--- config.mk ---
export PLATFORM = sky130hd
export DESIGN_NAME = mc_ctrl_fsm
export DESIGN_NICKNAME = d
export VERILOG_FILES = /design/src/rtl/mc_pkg.sv /design/src/rtl/mc_store_be.sv /design/src/rtl/mc_ctrl_fsm.sv
export SDC_FILE = /design/constraint.sdc
export NUM_CORES = 1
export LEC_CHECK = 0
export BUFFER_PORTS_ARGS = -buffer_cell sky130_fd_sc_hd__buf_2
export CAP_MARGIN = 30
export CELL_PAD_IN_SITES_DETAIL_PLACEMENT = 0
export CELL_PAD_IN_SITES_GLOBAL_PLACEMENT = 2
export CORE_MARGIN = 4
export CORE_UTILIZATION = 26
export DETAILED_ROUTE_END_ITERATION = 7
export PLACE_DENSITY_LB_ADDON = 0.1
export SETUP_SLACK_MARGIN = 0.1
export SLEW_MARGIN = 20
export SYNTH_ARGS = -nofsm -noshare
export SYNTH_HDL_FRONTEND = slang
export SYNTH_HIERARCHICAL = 1
export SYNTH_SLANG_ARGS = --single-unit
--- constraint.sdc ---
create_clock -name CLK -period 2.6 [get_ports CLK]
set_clock_uncertainty 0.2 [all_clocks]
set_input_delay 0.13 -clock CLK [delete_from_list [all_inputs] [get_ports CLK]]
set_output_delay 0.13 -clock CLK [all_outputs]
set_load 0.1 [all_outputs]
--- src/rtl/mc_pkg.sv ---
// mc_pkg: state, opcode, ALU-B mux and trap-cause encodings shared by the multicycle RV32I controller.
package mc_pkg;
    typedef enum logic [3:0] {
        S_FETCH   = 4'd1,
        S_DECODE  = 4'd2,
        S_JAL_EX  = 4'd3,
        S_BR_CALC = 4'd4,
        S_ADDR_I  = 4'd5,
        S_ADDR_S  = 4'd6,
        S_R_EX    = 4'd7,
        S_JALR_EX = 4'd8,
        S_BR_EX   = 4'd9,
        S_WB_ALU  = 4'd11,
        S_LD_MEM  = 4'd12,
        S_LD_WB   = 4'd13,
        S_ST_MEM  = 4'd14,
        S_TRAP    = 4'd15
    } state_e;

    localparam logic [6:0] OP_R    = 7'b0110011;
    localparam logic [6:0] OP_I    = 7'b0010011;
    localparam logic [6:0] OP_LD   = 7'b0000011;
    localparam logic [6:0] OP_ST   = 7'b0100011;
    localparam logic [6:0] OP_JAL  = 7'b1101111;
    localparam logic [6:0] OP_JALR = 7'b1100111;
    localparam logic [6:0] OP_BR   = 7'b1100011;

    localparam logic [1:0] MUX2_FOUR = 2'b00;
    localparam logic [1:0] MUX2_RS2  = 2'b01;
    localparam logic [1:0] MUX2_IMM  = 2'b10;

    localparam logic [1:0] CAUSE_NONE     = 2'b00;
    localparam logic [1:0] CAUSE_ILLEGAL  = 2'b01;
    localparam logic [1:0] CAUSE_MISALIGN = 2'b10;
    localparam logic [1:0] CAUSE_TIMEOUT  = 2'b11;
endpackage

--- src/rtl/mc_store_be.sv ---
// mc_store_be: store byte enables from funct3/address; an all-zero mask marks a misaligned or unsupported store.
module mc_store_be (
    input  logic [2:0] funct3,
    input  logic [1:0] addr_lo,
    output logic [3:0] be,
    output logic       misalign
);
    always_comb begin
        be = 4'b0000;
        case (funct3)
            3'b000:  be = 4'b0001 << addr_lo;
            3'b001:  be = addr_lo[0] ? 4'b0000 : 4'b0011 << {addr_lo[1], 1'b0};
            3'b010:  be = (addr_lo == 2'b00) ? 4'b1111 : 4'b0000;
            default: be = 4'b0000;
        endcase
    end

    assign misalign = (be == 4'b0000);
endmodule

--- src/rtl/mc_ctrl_fsm.sv ---
// mc_ctrl_fsm: multicycle RV32I control FSM with memory-ready timeout and sticky trap.
// Define MC_CTRL_PERF_CNT_EN to add the CYCLE_CNT/INSTRET_CNT performance counters.
module mc_ctrl_fsm
    import mc_pkg::*;
#(
    parameter int ALU_OP_W    = 11,
    parameter int MEM_TIMEOUT = 15,
    parameter int TO_CNT_W    = 4,
    parameter int CNT_W       = 32
) (
    input  logic                CLK,
    input  logic                RSTn,
    input  logic [6:0]          OPCODE,
    input  logic [2:0]          FUNCT3,
    input  logic [1:0]          ADDR_LO,
    input  logic                I_MEM_RDY,
    input  logic                D_MEM_RDY,
    output logic                I_MEM_CSN,
    output logic                D_MEM_CSN,
    output logic                D_MEM_WEN,
    output logic [3:0]          D_MEM_BE,
    output logic                IR_WR,
    output logic                PC_WR,
    output logic                PC_WRITE_COND,
    output logic                ALU_WR,
    output logic                RF_WE,
    output logic                MUX1,
    output logic [1:0]          MUX2,
    output logic                MUX4,
    output logic                REWR_MUX,
    output logic [ALU_OP_W-1:0] ALU_CONTROL,
    output logic [3:0]          STATE,
`ifdef MC_CTRL_PERF_CNT_EN
    output logic [CNT_W-1:0]    CYCLE_CNT,
    output logic [CNT_W-1:0]    INSTRET_CNT,
`endif
    output logic                TRAP,
    output logic [1:0]          TRAP_CAUSE
);
    if ((ALU_OP_W != 11 && ALU_OP_W != 14) || CNT_W < 1 || (MEM_TIMEOUT >> TO_CNT_W) != 0) begin : g_bad_cfg
        $error("mc_ctrl_fsm: illegal ALU_OP_W/CNT_W or TO_CNT_W too narrow for MEM_TIMEOUT");
    end

    state_e              state_q, state_d;
    logic [TO_CNT_W-1:0] cnt_q, cnt_d;
    logic [1:0]          cause_q, cause_d;
    logic [3:0]          st_be;
    logic                st_mis, rdy, timeout;

    mc_store_be u_store_be (
        .funct3  (FUNCT3),
        .addr_lo (ADDR_LO),
        .be      (st_be),
        .misalign(st_mis)
    );

    assign rdy     = (state_q == S_FETCH) ? I_MEM_RDY : D_MEM_RDY;
    assign timeout = (MEM_TIMEOUT != 0) && (cnt_q == TO_CNT_W'(MEM_TIMEOUT)) && !rdy;

    always_comb begin
        state_d = state_q;
        case (state_q)
            S_FETCH:   state_d = I_MEM_RDY ? S_DECODE : timeout ? S_TRAP : S_FETCH;
            S_DECODE:
                case (OPCODE)
                    OP_R:        state_d = S_R_EX;
                    OP_I, OP_LD: state_d = S_ADDR_I;
                    OP_ST:       state_d = S_ADDR_S;
                    OP_JAL:      state_d = S_JAL_EX;
                    OP_JALR:     state_d = S_JALR_EX;
                    OP_BR:       state_d = S_BR_CALC;
                    default:     state_d = S_TRAP;
                endcase
            S_ADDR_I:  state_d = (OPCODE == OP_LD) ? S_LD_MEM : S_WB_ALU;
            S_ADDR_S:  state_d = S_ST_MEM;
            S_R_EX, S_JAL_EX, S_JALR_EX: state_d = S_WB_ALU;
            S_BR_CALC: state_d = S_BR_EX;
            S_BR_EX, S_WB_ALU, S_LD_WB:  state_d = S_FETCH;
            S_LD_MEM:  state_d = D_MEM_RDY ? S_LD_WB : timeout ? S_TRAP : S_LD_MEM;
            S_ST_MEM:  state_d = st_mis ? S_TRAP : D_MEM_RDY ? S_FETCH : timeout ? S_TRAP : S_ST_MEM;
            S_TRAP:    state_d = S_TRAP;
            default:   state_d = S_FETCH;
        endcase
        cause_d = (state_d == S_TRAP && state_q != S_TRAP)
                ? ((state_q == S_DECODE) ? CAUSE_ILLEGAL
                  : (state_q == S_ST_MEM && st_mis) ? CAUSE_MISALIGN : CAUSE_TIMEOUT)
                : cause_q;
        // Any state change restarts the wait count, so each wait state starts from zero.
        cnt_d = (state_d != state_q) ? '0
              : (!rdy && (state_q == S_FETCH || state_q == S_LD_MEM || state_q == S_ST_MEM)) ? cnt_q + 1'b1
              : cnt_q;
    end

    always_ff @(posedge CLK) begin
        if (!RSTn) begin
            state_q <= S_FETCH;
            cnt_q   <= '0;
            cause_q <= CAUSE_NONE;
        end else begin
            state_q <= state_d;
            cnt_q   <= cnt_d;
            cause_q <= cause_d;
        end
    end

    always_comb begin
        IR_WR         = 1'b0;
        PC_WR         = 1'b0;
        PC_WRITE_COND = 1'b0;
        ALU_WR        = 1'b0;
        RF_WE         = 1'b0;
        MUX1          = 1'b0;
        MUX2          = MUX2_FOUR;
        MUX4          = 1'b0;
        REWR_MUX      = 1'b0;
        D_MEM_WEN     = 1'b1;
        D_MEM_BE      = 4'b0000;
        if (RSTn) begin
            case (state_q)
                S_FETCH: begin
                    IR_WR = I_MEM_RDY;
                    PC_WR = I_MEM_RDY;
                end
                S_DECODE: begin
                    ALU_WR = 1'b1;
                    MUX2   = MUX2_IMM;
                end
                S_R_EX: begin
                    ALU_WR = 1'b1;
                    MUX1   = 1'b1;
                    MUX2   = MUX2_RS2;
                end
                S_ADDR_I, S_ADDR_S: begin
                    ALU_WR = 1'b1;
                    MUX1   = 1'b1;
                    MUX2   = MUX2_IMM;
                end
                S_JAL_EX: begin
                    PC_WR  = 1'b1;
                    MUX4   = 1'b1;
                    ALU_WR = 1'b1;
                end
                S_JALR_EX: begin
                    PC_WR  = 1'b1;
                    ALU_WR = 1'b1;
                end
                S_BR_EX: begin
                    MUX1          = 1'b1;
                    MUX2          = MUX2_RS2;
                    PC_WRITE_COND = 1'b1;
                    MUX4          = 1'b1;
                end
                S_WB_ALU: RF_WE = 1'b1;
                S_LD_MEM: D_MEM_BE = 4'b1111;
                S_LD_WB: begin
                    RF_WE    = 1'b1;
                    REWR_MUX = 1'b1;
                end
                S_ST_MEM: begin
                    D_MEM_BE  = st_be;
                    D_MEM_WEN = st_mis;
                end
                default: ;
            endcase
        end
    end

    assign I_MEM_CSN  = ~RSTn;
    assign D_MEM_CSN  = ~RSTn;
    assign STATE      = state_q;
    assign TRAP       = (state_q == S_TRAP);
    assign TRAP_CAUSE = cause_q;

    if (ALU_OP_W == 14) begin : g_alu14
        assign ALU_CONTROL = {FUNCT3, OPCODE, state_q};
    end else begin : g_alu11
        assign ALU_CONTROL = ALU_OP_W'({OPCODE, state_q});
    end

`ifdef MC_CTRL_PERF_CNT_EN
    logic [CNT_W-1:0] cyc_q, cyc_d, ret_q, ret_d;

    always_comb begin
        cyc_d = cyc_q + CNT_W'(state_q != S_TRAP);
        ret_d = ret_q + CNT_W'(state_d == S_FETCH && state_q != S_FETCH);
    end

    always_ff @(posedge CLK) begin
        if (!RSTn) begin
            cyc_q <= '0;
            ret_q <= '0;
        end else begin
            cyc_q <= cyc_d;
            ret_q <= ret_d;
        end
    end

    assign CYCLE_CNT   = cyc_q;
    assign INSTRET_CNT = ret_q;
`endif
endmodule
==> results of run 1 <==
## Yosys cell counts, types with 2 or more instances
cell,count,area (um^2)
nor2_1,15,56.3
buf_4,13,97.6
nor3_1,13,65.1
a21oi_1,12,60.1
nand2_1,11,41.3
dfxtp_1,10,200
inv_1,8,30.0
buf_2,7,35.0
o21ai_0,6,30.0
nand3_1,4,20.0
nand3b_1,4,30.0
nor2b_1,4,25.0
a211oi_1,3,22.5
nand4_1,3,18.8
nor3b_1,3,22.5
o21ai_1,3,15.0
o21bai_1,3,22.5
xnor2_1,3,26.3
xor2_1,3,26.3
a31oi_1,2,12.5
and2_1,2,12.5
and3_1,2,12.5
buf_1,2,7.51
clkbuf_1,2,7.51
mux2i_1,2,20.0
nand2b_1,2,12.5
nor4b_2,2,30.0
o211a_1,2,20.0
o21a_1,2,15.0
or3_1,2,12.5
## power groups by stage
stage | clock, mW | sequential (mW) | combinational (mW)
2_1_floorplan | 0 | 0.376 | 1.11
3_3_place_gp | 0 | 0.287 | 1.41
3_5_place_dp | 0 | 0.289 | 1.41
4_1_cts | 0.164 | 0.285 | 1.41
5_1_grt | 0.175 | 0.299 | 1.50
6_report | 0.160 | 0.285 | 1.42
## critical path, delay by kind of cell (launching register included)
kind / cells / cell delay (ns)
and+or+nand+nor: 4 / 1.13
DFF: 1 / 0.41
AOI/OAI and AO/OA: 2 / 0.48
## repair_timing
action                                  4_1_cts  5_1_grt
gates resized for setup                       0        1
hold buffers                                  0        0
setup buffers                                 0        0
endpoints found under the setup margin        0        1
## flip-flops by register name, indices dropped and copies added (netlist names)
name and cells:
TRAP_CAUSE 2, STATE 4, cnt_q 4
## stage by stage
| stage | util (%) | worst slack (ns) | instances | hold WS (ns) |
|---|---|---|---|---|
| floorplan | - | 0.137 | 177 | 0.171 |
| global placement | 34.5 | 0.207 | 276 | 0.253 |
| detailed placement | 34.5 | 0.164 | 276 | 0.248 |
| CTS | 35.5 | 0.217 | 280 | 0.00682 |
| global route | 35.6 | 0.108 | 280 | 0.0249 |
| finish | 35.6 | 0.222 | 280 | -0.00178 |
## kinds of logic (layout without fill, tap and decap cells)
kind of cell / Yosys count / in the layout / synth area share (%)
AND/OR/NAND/NOR: 79 / 79 / 37.3
AO/OA/AOI/OAI: 46 / 46 / 25.9
buffers and inverters: 32 / 68 / 13.7
flip-flops: 10 / 10 / 15.4
XOR/XNOR: 6 / 6 / 4.05
multiplexers: 3 / 3 / 2.70
adder cells (fa/ha/maj): 1 / 1 / 0.963
## cell type report
class,instances,area [um^2]
multi-input cells,135,1030
well taps,67,83.8
flip-flops and latches,10,215
clock buffers,3,41.3
fillers,516,3080
repair buffers,56,295
clock inverters,1,3.75
inverters,8,30.0
## routing by layer
metal	routed length (um)	part of all wire [%]
met4	0	0
met2	1860	46
met3	200	4.9
met5	0	0
met1	2020	50
## path summary, 6_finish.rpt
check | end | slack (ns)
max | cnt_q[0] | 0.22
min | STATE[0] | -0.002
max reg2reg | cnt_q[0] | 0.22
min reg2reg | TRAP_CAUSE[0] | 0.31
==> results.json, run 1 <==
{
  "status": "finished with violations",
  "violations": "hold timing",
  "grt_pass1_vias": 1324,
  "pwr_density_cell_nw_per_um2": 1090,
  "cts_sinks": 10,
  "finalSetupViolCount": 0,
  "drive_gt1_share_pct": 42.7,
  "end_kind": "flip-flop",
  "die_height_um": 78.7,
  "period_share_pct": 91.4,
  "routed_via_density": 5.08,
  "worst_slew_pin_slew_ns": 0.776,
  "syn-cell-area_um2": 1300,
  "cts_tree": "built",
  "hold_viol": 1,
  "startpoint": "STATE[3]",
  "worstPathCellList": "or4b_4 > or3_1 > o211ai_2 > nor2_1 > o32ai_2 > nor3_1",
  "globalplace.congestion": 0.791,
  "cp_slowest_cell": "or4b_4",
  "grt_remaining_overflow": 0,
  "place_area_um2": 1650,
  "yosys_warnings": 6,
  "hold_path.class": "input pin to flip-flop",
  "antenna_found_initial": 0,
  "p_leak_nw": 0.687,
  "combPwrFrac_pct": 76.1,
  "critical_path.startpoint_type": "flip-flop",
  "fin_nets": 231,
  "drcViolationCount": 0,
  "seq_area_frac_synth_pct": 15.4,
  "dieArea_um2": 6190,
  "critPathKind": "flip-flop to flip-flop",
  "syn_inst": 177,
  "use_met1_pct": 19.1,
  "cpPeakStageDelay_ns": 0.57,
  "drtAntennaViolNets": 0,
  "hold_depth": 2,
  "fin_area_um2": 1700,
  "first_pass_iters": 6,
  "start_util_pct": 27.1,
  "fin_crit_ns": 2.38,
  "routed_wl_um": 4080,
  "vias": 1421,
  "seq_power_share_pct": 15.3,
  "drt_iter0_drc": 43,
  "ys.flop_type": "dfxtp_1",
  "drv_cap": 0,
  "hp-start": "RSTn",
  "slew_headroom_pct": 48.1,
  "finalPower_mw": 1.86,
  "avgRoutedWirePerCell_um": 14.6,
  "grt_max_degree": 21,
  "cts_inserted_buffers": 3,
  "numPortBuffers": 50,
  "worstPathArrival_ns": 2.28,
  "power.internal_mw": 0.661,
  "peakVddDrop_mv": 0.763,
  "grt_setup_unrepaired": "no",
  "boundaryPins": 51,
  "core_area_um2": 4790,
  "clock_latency_ns": 0.23,
  "dp_hpwl_um": 3250,
  "busiest_layer": "met2",
  "rows": 25,
  "area_delta_synth_final_pct": 31.0,
  "use_met2_pct": 19.6,
  "timing.rr.start": "STATE[3]",
  "synth_cell_types": 57,
  "grtUsageMet3_pct": 1.26,
  "required_ns": 2.50,
  "die_x_um": 78.7,
  "yosys_register_bits": 10,
  "worstRegToRegCells": 6,
  "synthArstFlopShare_pct": 0,
  "clockPowerShare_pct": 8.6,
  "switching_share_pct": 64.5,
  "mostFrequentLayoutCell": "buf_2",
  "finalMaxSlewViolations": 0,
  "h-tree-depth": 1,
  "track_usage_pct": 12.7,
  "clkTransAtPathRegs_ns": 0.05,
  "final_cell_mix": "buf_2, nor2_1, nand2_1",
  "whs_ns": -0.00178,
  "syn_avg_cell_area_um2": 7.34,
  "grt_pass1_wl_um": 6580,
  "p_sw_mw": 1.20,
  "setup_tns_ns": 0,
  "synth_edf_count": 0,
  "cts_root_buffer": "clkbuf_8",
  "clock.fmax_mhz": 421,
  "diodes": 0,
  "syn-num-nets": 194,
  "path_max_fanout": 20,
  "cts_buffer_depth": 2
}
Power figures use the tool's default switching activity.
==> run 2: changes to the inputs <==
PLACE_DENSITY = 0.78   (was default)
PLACE_DENSITY_LB_ADDON = default   (was 0.1)
==> results.json, run 2 (same netlist as run 1, synthesis figures left out) <==
{
  "use_met2_pct": 23.5,
  "cp.depth": 6,
  "clock.fmax_mhz": 428,
  "cts_inserted_buffers": 3,
  "dp_hpwl_um": 3120,
  "hold_path.class": "input pin to flip-flop",
  "hold_viol": 0,
  "hold_depth": 5,
  "fin_area_um2": 1720,
  "routed_wl_um": 3960,
  "worst_slew_pin_slew_ns": 0.737,
  "worstPathArrival_ns": 2.01,
  "dieArea_um2": 6190,
  "final_cell_mix": "buf_2, nor2_1, nand2_1",
  "fin_crit_ns": 2.34,
  "critical_path.startpoint_type": "flip-flop",
  "place_area_um2": 1660,
  "critPathKind": "flip-flop to output port",
  "cts_tree": "built",
  "track_usage_pct": 13.0,
  "clock_latency_ns": 0.24,
  "diodes": 0,
  "fin_nets": 233,
  "routed_via_density": 4.96,
  "h-tree-depth": 1,
  "boundaryPins": 51,
  "p_leak_nw": 0.695,
  "die_height_um": 78.7,
  "grt_setup_unrepaired": "no",
  "startpoint": "STATE[0]",
  "r2r_setup_slack_ns": 0.29,
  "die_x_um": 78.7,
  "drcViolationCount": 0,
  "status": "finished, final reports clean",
  "globalplace.congestion": 0.749,
  "setup_tns_ns": 0,
  "vias": 1398,
  "finalSetupViolCount": 0,
  "drt_iter0_drc": 68,
  "grt_pass1_vias": 1367,
  "path_delay_family": "buffers and inverters",
  "rows": 25,
  "cpMostUsedCell": "buf_4",
  "grtUsageMet3_pct": 1.72,
  "busiest_layer": "met2",
  "numPortBuffers": 50,
  "required_ns": 2.27,
  "cts_resized": 0,
  "grt_max_degree": 20,
  "slew_headroom_pct": 50.7,
  "crit_end": "MUX1",
  "drv_cap": 0,
  "rr_endpoint": "cnt_q[0]",
  "cts_buffer_depth": 2,
  "path_buf_inv": 3,
  "grt_remaining_overflow": 0,
  "worstRegToRegCells": 6,
  "worstPathCellList": "buf_4 > or2b_1 > buf_4 > nor2_1 > o21a_2 > buf_2",
  "postCtsSetupBuffers": 0,
  "worst_slack_ns": 0.264,
  "cts_sinks": 10,
  "mostFrequentLayoutCell": "buf_2",
  "finalMaxSlewViolations": 0,
  "cp_slowest_cell": "dfxtp_4",
  "use_met1_pct": 16.7,
  "antenna_found_initial": 0,
  "period_share_pct": 89.9,
  "drtAntennaViolNets": 0,
  "peakVddDrop_mv": 0.356,
  "pwr_density_cell_nw_per_um2": 1080,
  "grt_pass1_wl_um": 6620,
  "core_area_um2": 4790,
  "clkTransAtPathRegs_ns": 0.05,
  "timing.rr.start": "STATE[3]",
  "area_delta_synth_final_pct": 32.1,
  "first_pass_iters": 4,
  "drive_gt1_share_pct": 42.3,
  "cts_root_buffer": "clkbuf_8",
  "cpPeakStageDelay_ns": 0.44,
  "avgRoutedWirePerCell_um": 14.1,
  "post-place-ws_ns": 0.176,
  "start_util_pct": 27.1,
  "end_kind": "output port",
  "path_max_fanout": 16
}
==> run 2: changes by cell type in the layout (fill, tap and decap cells not counted) <==
cell	before	now
or4b_4	1	0
or4b_1	0	1
dlygate4sd3_1	0	1
buf_4	6	7
==> run 2: worst min path at each step <==
stage	start	end	slack [ns]
after floorplan	RSTn	STATE[0]	0.17
after global placement	RSTn	STATE[0]	0.22
after detailed placement	RSTn	STATE[0]	0.22
after CTS	OPCODE[4]	STATE[2]	0.16
after global routing	OPCODE[4]	STATE[2]	0.23
final	OPCODE[4]	STATE[2]	0.16
==> run 2: tightest hold or removal path: cells and delay by family <==
kind                   cells  cell delay (ns)
buffers and inverters      1             0.10
AND/OR/NAND/NOR            4             0.32
==> run 2: final cells by class <==
class / count / area (um^2)
clock buffer: 3 / 41.3
clock inverter: 1 / 3.75
fill: 532 / 3070
inverter: 8 / 30.0
multi-input combinational: 135 / 1030
sequential: 10 / 215
tap: 67 / 83.8
timing repair buffer: 58 / 313
==> run 2: what timing repair did <==
action / CTS / global route
hold buffers: 1 / 0
endpoints found under the setup margin: 0 / 0
hold endpoints to repair: 1 / 0
==> run 2: layer usage <==
layer  routed length [um]  vias up  part of all wire [%]
li1                     -      712                     -
met1                 1830      670                    46
met3                   83        0                   2.1
met4                    0        0                     0
met5                    0        -                     0
met2                 2050       16                    52
==> run 2: through the flow <==
step	hold slack, ns	util, %	cells	power (mW)
CTS	0.160	35.8	282	1.87
finish	0.160	35.8	282	1.86
global placement	0.224	34.7	277	1.71
global route	0.230	35.8	282	1.97
detailed placement	0.223	34.7	277	1.70
floorplan	0.171	-	177	1.48
==> run 2: report_power, final <==
part / internal, mW / switching (mW) / total, mW
Sequential: 0.193 / 0.0704 / 0.264
Clock: 0.103 / 0.0593 / 0.163
Combinational: 0.364 / 1.07 / 1.43
